### config.mk
export PLATFORM = sky130hd
export DESIGN_NAME = pre_arbiter_mp
export DESIGN_NICKNAME = d
export VERILOG_FILES = /design/src/rtl/pre_arbiter_pkg.sv /design/src/rtl/pre_arbiter_mp_port_ctrl.sv /design/src/rtl/pre_arbiter_mp.sv
export SDC_FILE = /design/constraint.sdc
export NUM_CORES = 2
export LEC_CHECK = 0
export ABC_AREA = 1
export BUFFER_PORTS_ARGS = -buffer_cell sky130_fd_sc_hd__buf_2
export CAP_MARGIN = 20
export CORE_MARGIN = 8
export CORE_UTILIZATION = 56
export DETAILED_ROUTE_END_ITERATION = 16
export GPL_TIMING_DRIVEN = 0
export MAX_ROUTING_LAYER = met4
export PLACE_DENSITY = 0.76
export SETUP_SLACK_MARGIN = 0.1
export SKIP_LAST_GASP = 1
export SYNTH_ARGS = -nofsm -noshare
export SYNTH_HDL_FRONTEND = slang
export SYNTH_SLANG_ARGS = --single-unit
export TNS_END_PERCENT = 20
### constraint.sdc
create_clock -name iclk -period 8.35 [get_ports iclk]
set_input_delay 0 -clock iclk [delete_from_list [all_inputs] [get_ports iclk]]
set_output_delay 0 -clock iclk [all_outputs]
set_load 0.02 [all_outputs]
### src/rtl/pre_arbiter_pkg.sv
// pre_arbiter_pkg: shared defaults, state encodings and descriptor type for pre_arbiter_mp
package pre_arbiter_pkg;
  localparam int DEF_PORTS = 4;
  localparam int DEF_DEPTH_RAM = 2048;
  localparam int DEF_FIFO_WIDTH = 11;
  localparam int DEF_DESC_DEPTH = 8;
  localparam int DEF_MIN_LEN = 64;
  localparam int DEF_MAX_LEN = 1518;
  // descriptor fields are sized for the widest supported address/length; users truncate
  localparam int DESC_W = 16;
  typedef enum logic [1:0] {P_WAIT, P_IDLE, P_RECV} port_state_t;
  typedef enum logic [1:0] {A_IDLE, A_REQ, A_GAP} arb_state_t;
  typedef struct packed {
    logic [DESC_W-1:0] start;
    logic [DESC_W-1:0] length;
  } desc_t;
endpackage

### src/rtl/pre_arbiter_mp_port_ctrl.sv
// pa_port_ctrl: per-port frame writer, length/used-byte tracking and descriptor FIFO
module pa_port_ctrl
  import pre_arbiter_pkg::*;
#(
  parameter int pDEPTH_RAM = DEF_DEPTH_RAM,
  parameter int pFIFO_WIDTH = DEF_FIFO_WIDTH,
  parameter int pDESC_DEPTH = DEF_DESC_DEPTH,
  parameter int pMIN_LEN = DEF_MIN_LEN,
  parameter int pMAX_LEN = DEF_MAX_LEN,
  localparam int AW = $clog2(pDEPTH_RAM)
) (
  input  logic                   clk,
  input  logic                   rst,
  input  logic                   dv,
  input  logic [7:0]             rx_d,
  input  logic                   error,
  input  logic                   pop,
  output logic                   wr_en,
  output logic [7:0]             wr_data,
  output logic [AW-1:0]          wr_addr,
  output logic                   drop,
  output logic                   empty,
  output logic [AW-1:0]          head_start,
  output logic [pFIFO_WIDTH-1:0] head_len
);
  localparam int DW = $clog2(pDESC_DEPTH);
  localparam int SW = (AW > pFIFO_WIDTH ? AW : pFIFO_WIDTH) + 2;
  localparam logic [pFIFO_WIDTH-1:0] LSAT = pFIFO_WIDTH'(pMAX_LEN + 1);
  port_state_t state, state_nx;
  logic [AW-1:0] ptr, start;
  logic [pFIFO_WIDTH-1:0] len, len_nx;
  logic [AW:0] used;
  logic bad, bad_nx, active, wr_ok, ending, full, commit;
  desc_t mem [pDESC_DEPTH];
  logic [DW-1:0] rd, wr;
  logic [DW:0] cnt;
  always_comb begin
    state_nx = state == P_WAIT ? (dv ? P_WAIT : P_IDLE) : (dv ? P_RECV : P_IDLE);
    active = dv && state != P_WAIT;
    len_nx = state == P_IDLE ? pFIFO_WIDTH'(1) : (len == LSAT ? len : len + 1);
    bad_nx = (state == P_RECV && bad) || error || (SW'(used) + SW'(len_nx) >= SW'(pDEPTH_RAM));
    wr_ok = active && !(state == P_RECV && bad);
    ending = state == P_RECV && !dv;
    full = cnt == (DW+1)'(pDESC_DEPTH);
    commit = ending && !bad && !full && len >= pFIFO_WIDTH'(pMIN_LEN) && len <= pFIFO_WIDTH'(pMAX_LEN);
  end
  always_ff @(posedge clk or posedge rst) begin
    if (rst) begin
      state <= P_WAIT;
      ptr <= '0;
      start <= '0;
      len <= '0;
      bad <= 1'b0;
      used <= '0;
      rd <= '0;
      wr <= '0;
      cnt <= '0;
      wr_en <= 1'b0;
      wr_data <= '0;
      wr_addr <= '0;
      drop <= 1'b0;
    end else begin
      state <= state_nx;
      wr_en <= wr_ok;
      wr_data <= rx_d;
      wr_addr <= ptr;
      drop <= ending && !commit;
      if (active) begin
        len <= len_nx;
        bad <= bad_nx;
        if (state == P_IDLE) start <= ptr;
      end
      if (wr_ok) ptr <= ptr + 1;
      else if (ending && !commit) ptr <= start;
      used <= used + (commit ? (AW+1)'(len) : '0) - (pop ? (AW+1)'(head_len) : '0);
      if (commit) wr <= wr + 1;
      if (pop) rd <= rd + 1;
      cnt <= cnt + (DW+1)'(commit) - (DW+1)'(pop);
    end
  end
  always_ff @(posedge clk) begin
    if (commit) mem[wr] <= '{start: DESC_W'(start), length: DESC_W'(len)};
  end
  assign empty = cnt == '0;
  assign head_start = AW'(mem[rd].start);
  assign head_len = pFIFO_WIDTH'(mem[rd].length);
endmodule

### src/rtl/pre_arbiter_mp.sv
// pre_arbiter_mp: multi-port frame pre-buffer with round-robin descriptor arbiter
module pre_arbiter_mp
  import pre_arbiter_pkg::*;
#(
  parameter int pPORTS = DEF_PORTS,
  parameter int pDEPTH_RAM = DEF_DEPTH_RAM,
  parameter int pFIFO_WIDTH = DEF_FIFO_WIDTH,
  parameter int pDESC_DEPTH = DEF_DESC_DEPTH,
  parameter int pMIN_LEN = DEF_MIN_LEN,
  parameter int pMAX_LEN = DEF_MAX_LEN,
  localparam int AW = $clog2(pDEPTH_RAM),
  localparam int PW = $clog2(pPORTS)
) (
  input  logic                   iclk,
  input  logic                   i_rst,
  input  logic [pPORTS-1:0]      idv,
  input  logic [8*pPORTS-1:0]    irx_d,
  input  logic [pPORTS-1:0]      i_error,
  input  logic                   i_w_permition,
  input  logic                   i_ack,
  output logic [pPORTS-1:0]      o_wr_en,
  output logic [8*pPORTS-1:0]    o_wr_data,
  output logic [AW*pPORTS-1:0]   o_wr_addr,
  output logic                   o_request,
  output logic [PW-1:0]          o_port_num,
  output logic [AW-1:0]          o_start_adress,
  output logic [pFIFO_WIDTH-1:0] o_length,
  output logic [pPORTS-1:0]      o_drop
);
  arb_state_t st, st_nx;
  logic [PW-1:0] grant, last_grant, sel, idx;
  logic found;
  logic [pPORTS-1:0] empty, pop;
  logic [AW-1:0] hs [pPORTS];
  logic [pFIFO_WIDTH-1:0] hl [pPORTS];
  for (genvar p = 0; p < pPORTS; p++) begin : g_port
    pa_port_ctrl #(
      .pDEPTH_RAM(pDEPTH_RAM), .pFIFO_WIDTH(pFIFO_WIDTH), .pDESC_DEPTH(pDESC_DEPTH),
      .pMIN_LEN(pMIN_LEN), .pMAX_LEN(pMAX_LEN)
    ) u_port (
      .clk(iclk), .rst(i_rst), .dv(idv[p]), .rx_d(irx_d[8*p+:8]), .error(i_error[p]),
      .pop(pop[p]), .wr_en(o_wr_en[p]), .wr_data(o_wr_data[8*p+:8]),
      .wr_addr(o_wr_addr[AW*p+:AW]), .drop(o_drop[p]), .empty(empty[p]),
      .head_start(hs[p]), .head_len(hl[p])
    );
  end
  // descending scan so the last hit is the first non-empty port after last_grant
  always_comb begin
    sel = last_grant;
    idx = '0;
    found = 1'b0;
    for (int i = pPORTS; i >= 1; i--) begin
      idx = PW'((int'(last_grant) + i) % pPORTS);
      if (!empty[idx]) begin
        sel = idx;
        found = 1'b1;
      end
    end
    st_nx = st == A_IDLE ? (i_w_permition && found ? A_REQ : A_IDLE)
          : st == A_REQ ? (i_ack ? A_GAP : A_REQ) : A_IDLE;
  end
  always_ff @(posedge iclk or posedge i_rst) begin
    if (i_rst) begin
      st <= A_IDLE;
      grant <= '0;
      last_grant <= PW'(pPORTS - 1);
    end else begin
      st <= st_nx;
      if (st == A_IDLE && st_nx == A_REQ) begin
        grant <= sel;
        last_grant <= sel;
      end
    end
  end
  assign o_request = st == A_REQ;
  assign pop = (o_request && i_ack) ? pPORTS'(1) << grant : '0;
  assign o_port_num = o_request ? grant : '0;
  assign o_start_adress = o_request ? hs[grant] : '0;
  assign o_length = o_request ? hl[grant] : '0;
endmodule

---- Yosys cells after proc, flatten, opt, wreduce, memory -nomap -nowiden ----
Memories as Yosys holds them, arrays and structs flattened.
Cells that the tools add are included.
cells by class
  add/subtract/negate cells ............... 40
  order comparisons ....................... 17
  equal/unequal tests ..................... 18
  shift operators ......................... 1
  mux-type cells .......................... 74
  bitwise operators ....................... 1
  reduce and logical (&&, ||, !) cells .... 88
operator list
  operator                                                              number
  two-way mux 11 bit                                                    30
  adder 11 x 1 -> 11 bit (second input constant)                        8
  adder 12 x 11 -> 13 bit                                               4
  greater-or-equal comparator 13 x 12 -> 1 bit (second input constant)  4
  adder 12 bit                                                          4
  subtractor 12 bit                                                     4
  binary-select mux 11 bit (select 2 bit)                               2
  equality test 11 bit (second input constant)                          4
  greater-or-equal comparator 11 x 7 -> 1 bit (second input constant)   4
  less-or-equal comparator 11 bit (second input constant)               4
  logical AND 1 bit                                                     39
  two-way mux 2 bit                                                     16
  adder 3 x 1 -> 3 bit (second input constant)                          8
  two-way mux 1 bit                                                     21
  logical NOT 1 bit                                                     20
  adder 4 x 1 -> 4 bit                                                  4
  equality test 4 bit (second input constant)                           4
  logical NOT 4 bit                                                     4
  nonzero test 2 bit                                                    8
  subtractor 4 x 1 -> 4 bit                                             4
  equality test 2 x 1 -> 1 bit (second input constant)                  6
  less-than comparator 2 x 3 -> 1 bit (second input constant)           4
  logical NOT 2 bit                                                     5
  binary-select mux 1 bit (select 2 bit)                                4
  9 further kinds                                                       24
storage, ports and cells
  flip-flop bits (word level) ............. 322
  memory bits (writable) .................. 704
  input port bits ......................... 44
  output and inout port bits .............. 109
  memories kept ........................... 4
memory list
  memory                depth  width  read ports  clocked after Yosys merged registers in  wr ports  line                            RTL
  g_port[0].u_port.mem  8      22     1           0                                        1         pre_arbiter_mp_port_ctrl.sv:34  desc_t mem [pDESC_DEPTH];
  g_port[1].u_port.mem  8      22     1           0                                        1         pre_arbiter_mp_port_ctrl.sv:34
  g_port[2].u_port.mem  8      22     1           0                                        1         pre_arbiter_mp_port_ctrl.sv:34
  g_port[3].u_port.mem  8      22     1           0                                        1         pre_arbiter_mp_port_ctrl.sv:34

---- Depth between registers and ports, before layout ----
  depth in word-level cells ............... 12
  gate-level depth with buffers ........... 20

---- Hierarchy ----
A second synthesis with hierarchy kept.
unflattened totals
  cells, all modules ...................... 4431
  area, all modules ....................... 46967.5 sq um
by module, submodules not included
  module                               instances  cells an instance  area an instance (sq um)
  pa_port_ctrl (g_port[1].u_port ...)  2          1044               11378.4
  pa_port_ctrl (g_port[3].u_port)      1          1079               11576.1
  pa_port_ctrl (g_port[0].u_port)      1          1072               11478.5
  pre_arbiter_mp                       1          192                1156.1

---- Least setup slack after synthesis ----
OpenSTA, ideal clock, no wires.
  kind .................................... reg-to-reg
  start point ............................. reg g_port[2].u_port.len[6]
  end point ............................... mem g_port[2].u_port.mem[2][0] in the netlist's numbering, enable pin
  setup time .............................. 0.429 ns
  arrival ................................. 2.899 ns
  data required time ...................... 7.921 ns
  slack ................................... 5.022 ns
  stages on the path, launching flop included .. 10
  clock period less this slack ............ 3.328 ns
  path through ............................ dfrtp_1 clkbuf_2 nand2_1 nor2_2 nand3_1 nand3_1 nand2_2 inv_4 nand2_4 nor3_1
on the way
  longest elaborated chain between the ends .. 5
RTL lines
  what                                         line                            RTL
  start: declaration                           pre_arbiter_mp_port_ctrl.sv:31  logic [pFIFO_WIDTH-1:0] len, len_nx;
  start signal: assignment                     pre_arbiter_mp_port_ctrl.sv:69  len <= len_nx;
  greater-or-equal comparator 11 x 7 -> 1 bit  pre_arbiter_mp_port_ctrl.sv:45  commit = ending && !bad && !full && len >= pFIFO_WIDTH'(pMIN_LEN) && len <= pFIFO_WIDTH'(pMAX_LEN);
  logical AND 1 bit                            pre_arbiter_mp_port_ctrl.sv:45
  logical AND 1 bit *                          pre_arbiter_mp_port_ctrl.sv:45
  two-way mux 1 bit *                          pre_arbiter_mp_port_ctrl.sv:82  if (commit) mem[wr] <= '{start: DESC_W'(start), length: DESC_W'(len)};
  two-way mux 1 bit (not written as such) *    pre_arbiter_mp_port_ctrl.sv:82
  end: declaration                             pre_arbiter_mp_port_ctrl.sv:34
Every way passes the cells marked *; elsewhere a longest branch is shown, timed or not.

---- Worst setup path after layout ----
  start point ............................. reg st[0]
  end point ............................... reg g_port[0].u_port.used[10]
on the way
  longest elaborated chain between the ends .. 5
RTL lines
  what                          line                            RTL
  start: declaration            pre_arbiter_mp.sv:30            arb_state_t st, st_nx;
  start signal: assignment      pre_arbiter_mp.sv:68            st <= st_nx;
  equality test 2 x 1 -> 1 bit  pre_arbiter_mp.sv:75            assign o_request = st == A_REQ;
  logical AND 1 bit             pre_arbiter_mp.sv:76            assign pop = (o_request && i_ack) ? pPORTS'(1) << grant : '0;
  two-way mux 4 bit             pre_arbiter_mp.sv:76
  two-way mux 11 bit            pre_arbiter_mp_port_ctrl.sv:75  used <= used + (commit ? (AW+1)'(len) : '0) - (pop ? (AW+1)'(head_len) : '0);
  subtractor 12 bit             pre_arbiter_mp_port_ctrl.sv:75
  end signal: assignment        pre_arbiter_mp_port_ctrl.sv:75
  end: declaration              pre_arbiter_mp_port_ctrl.sv:32  logic [AW:0] used;
No other way between the ends.
A chain may end at the register's enable or synchronous reset.

==> out/summary.txt <==
Worst-Skew Late Latency: 0.69 ns
maxcap violations: 0
GP Congestion: 0.944
Design Area, Final: 54800 µm²
Synth Area in XOR/XNOR: 1.54%
ys flop type: edfxtp_1
P_leak: 22.7 nW
Critical-path top delay cell: fa_1
drt drc: 0
largest family of logic cells by synthesized area: simple AND/OR/NAND/NOR gates
Comb pwr share: 37.7%
gr usage total: 27.7%
CP arrival: 5.16 ns
WP data required: 8.94 ns
Synth Register Bits: 1026
FP Rows: 106
Die ar.: 94000 µm²
Post CTS Setup Buffer Count: 0
global-route wire length before repair: 199000 µm
number of enable flip-flop cells after synthesis: 704
Synth Cell Area: 47300 µm²
asr flop ratio synth: 31.4%
area delta synth->final: 16.0%
Routed Antenna Nets: 0
Routed WL: 128000 µm
min Tclk post-route: 4.57 ns
CP Class: register to register
Setup crit start kind: register
post-CTS resize count: 0
Sw Pwr: 7.20 mW
RSZ-0062 raised after global routing: false
sequential power share: 35.4%
core area: 83700 µm²
nets: 5318
top-area cell type share of the netlist area: 44.7%
area leader, netlist: edfxtp_1
final worst-path cycle share: 54.7%
global route total overflow: 0
clock sinks: 1026
CTS clk-pin slew, worst paths: 0.06 ns
die height: 307 µm
peak supply drop: 218 µV
class of the worst hold path: primary input to register
simple-gate share of the synthesized area: 19.7%
final setup fails: 0
Final Power: 18.2 mW
number of global-route vias before repair: 35783
DP Area: 50400 µm²
CP endpoint kind: register
Worst path most repeated cell: nand2_1
Netlist cell types: 48
Mapped Avg Cell Area: 10.1 µm²
PortBufs: 152
leading cell type in the layout, fill and taps excluded: nor2_1
skew final: 0.0397 ns
CP cell instances: inv_1 > nor2_1 > nand2_1 > inv_1 > nand4_1 > fa_1 > inv_1 > fa_1 > o21ai_0 > nand2_1 > nand3_1 > nand2_1 > nand2_1 > xor2_1
initial antenna violation count: 3
post-synth net total: 4924
Rel. slew slack: 34.0%
Ports: 153
Setup TNS: 0 ns
mux cell area share after synthesis: 0.214%
power per cell area: 333 nW/µm²
share of cells above drive strength 1: 9.95%
Compound-Gate Fraction of Synth Area: 6.36%
Detail Placement HPWL: 88600 µm
initial core utilization: 56.5%
Post-Synth Adder-Cell Area: 5.80%
Synth area leaders: edfxtp_1 (45%), dfrtp_1 (17%), nor2_1 (7.1%)
critical-path maximum fanout: 7
commonest cells after routing, fill and taps aside: nor2_1 (885), nand2_1 (766), edfxtp_1 (704)
DRT Pass-1 Iters: 7
Clock power frac: 27.0%
DR vias: 36079
status: complete, no violations
Seq/Total Area, Yosys: 61.8%
Cells after Synth: 4692
Chip Width: 307 µm
fmax: 0.219 GHz
Root Buffer: clkbuf_16
Initial DRC Count: 4035
final slew viol count: 0
Final Hold Viols: 0
CP peak stage delay: 0.62 ns
Worst-Margin Slew: 0.988 ns
largest net degree at the start of global routing: 44
warnings from Yosys: 0
H-tree Lvls: 3
sw frac: 39.4%
Vias/cell: 5.72
CTS Buffer Depth: 3
final core utilization: 65.5%
total CTS buffers: 106
TritonCTS clock tree: built
WL/cell: 20.3 µm
P_int: 11.0 mW
WHS: 0.0852 ns
[power by group through the flow]
stage | logic [mW] | registers [mW] | clock network [mW]
after detailed placement | 6.62 | 6.54 | 0
after global routing | 7.62 | 6.50 | 5.16
after global placement | 6.41 | 6.51 | 0
after CTS | 6.75 | 6.44 | 4.96
after floorplan | 4.57 | 6.40 | 0
final | 6.87 | 6.45 | 4.92
[cells by family (layout without fill, tap and decap cells)]
group / after synthesis / after routing
compound gates: 588 / 588
xor+xnor: 83 / 83
fa+ha+maj: 188 / 188
buf+inv: 556 / 1041
flops: 1026 / 1026
mux: 9 / 9
other cells: 0 / 1
simple gates: 2242 / 2242
[worst paths after layout]
kind / endpoint / startpoint / slack, ns / cells past startpoint
setup / recovery: g_port[0].u_port.used[10] / st[0] / 3.78 / 14
hold / removal: g_port[3].u_port.state[0] / idv[3] / 0.09 / 3
setup reg to reg: g_port[0].u_port.used[10] / st[0] / 3.78 / 14
hold reg to reg: g_port[2].u_port.wr_addr[5] / g_port[2].u_port.ptr[5] / 0.37 / 0
max in group asynchronous: g_port[0].u_port.ptr[2] / i_rst / 6.28 / 8
min in group asynchronous: g_port[3].u_port.wr_data[6] / i_rst / 0.60 / 4
[registers in the layout, indices dropped and copies added (netlist names)]
name	count
g_port.u_port.wr_addr	44
g_port.u_port.wr_en	4
last_grant	2
g_port.u_port.ptr	44
grant	2
g_port.u_port.used	48
g_port.u_port.bad	4
st	2
g_port.u_port.start	44
g_port.u_port.drop	4
g_port.u_port.mem	704
g_port.u_port.len	44
g_port.u_port.wr_data	32
g_port.u_port.state	8
g_port.u_port.wr	12
g_port.u_port.rd	12
g_port.u_port.cnt	16
[cell usage after synthesis, types with 3 or more instances]
cell,n
buf_1,19
a31oi_1,5
buf_4,12
and3_1,4
nor2_1,899
nand3_1,446
dfrtp_1,320
nand2_4,5
a21o_1,4
nor3_2,3
xnor2_1,29
o21bai_1,3
clkinv_1,5
nand2_1,766
clkbuf_1,116
nor2_2,6
xor2_1,54
fa_1,52
inv_2,9
nand3b_1,5
inv_1,351
nor3_1,57
edfxtp_1,704
nand4_1,37
buf_2,39
o21ai_0,470
mux2_2,9
or2_2,6
nand2_2,4
a21oi_1,91
ha_1,136
o21ai_1,3
[layer usage]
| metal | vias up | track usage, % | part of all wire [%] |
|---|---|---|---|
| met3 | 306 | 5.36 | 11 |
| met2 | 1946 | 43.5 | 47 |
| met4 | 0 | 11.9 | 4.2 |
| li1 | 16580 | - | - |
| met1 | 17247 | 35.5 | 38 |
| met5 | - | - | 0 |
[stage by stage]
stage                     worst slack [ns]  instances
after floorplan                       4.06       4692
after global placement                1.81       5978
after detailed placement              4.06       6035
after CTS                             3.99       6311
after global routing                  3.55       6312
final                                 3.78       6312
[timing repair]
| action | 4_1_cts | 5_1_grt |
|---|---|---|
| hold endpoints to repair | 232 | 0 |
| setup endpoints to repair | 0 | 0 |
| hold buffers | 77 | 0 |
[area by class of cell]
class                   count  area (µm²)
inverters                 366        1380
multi-input cells        3110       16000
diodes                      1        2.50
plain buffers             190         828
fillers                  6248       28900
clock buffers             134        2840
clock inverters            65         812
well taps                1134        1420
flip-flops and latches   1026       29200
repair buffers            286        2350
[critical path, delay by kind of cell (launching register included)]
kind	cells	cell delay (ns)
xor gates and xnor gates	1	0.16
DFF	1	0.35
adders and majority gates	2	1.08
and+or+nand+nor	7	1.75
AOI/OAI and AO/OA	1	0.40
buffers and inverters	3	0.72
Note: power is estimated with default switching activity, not from simulation.
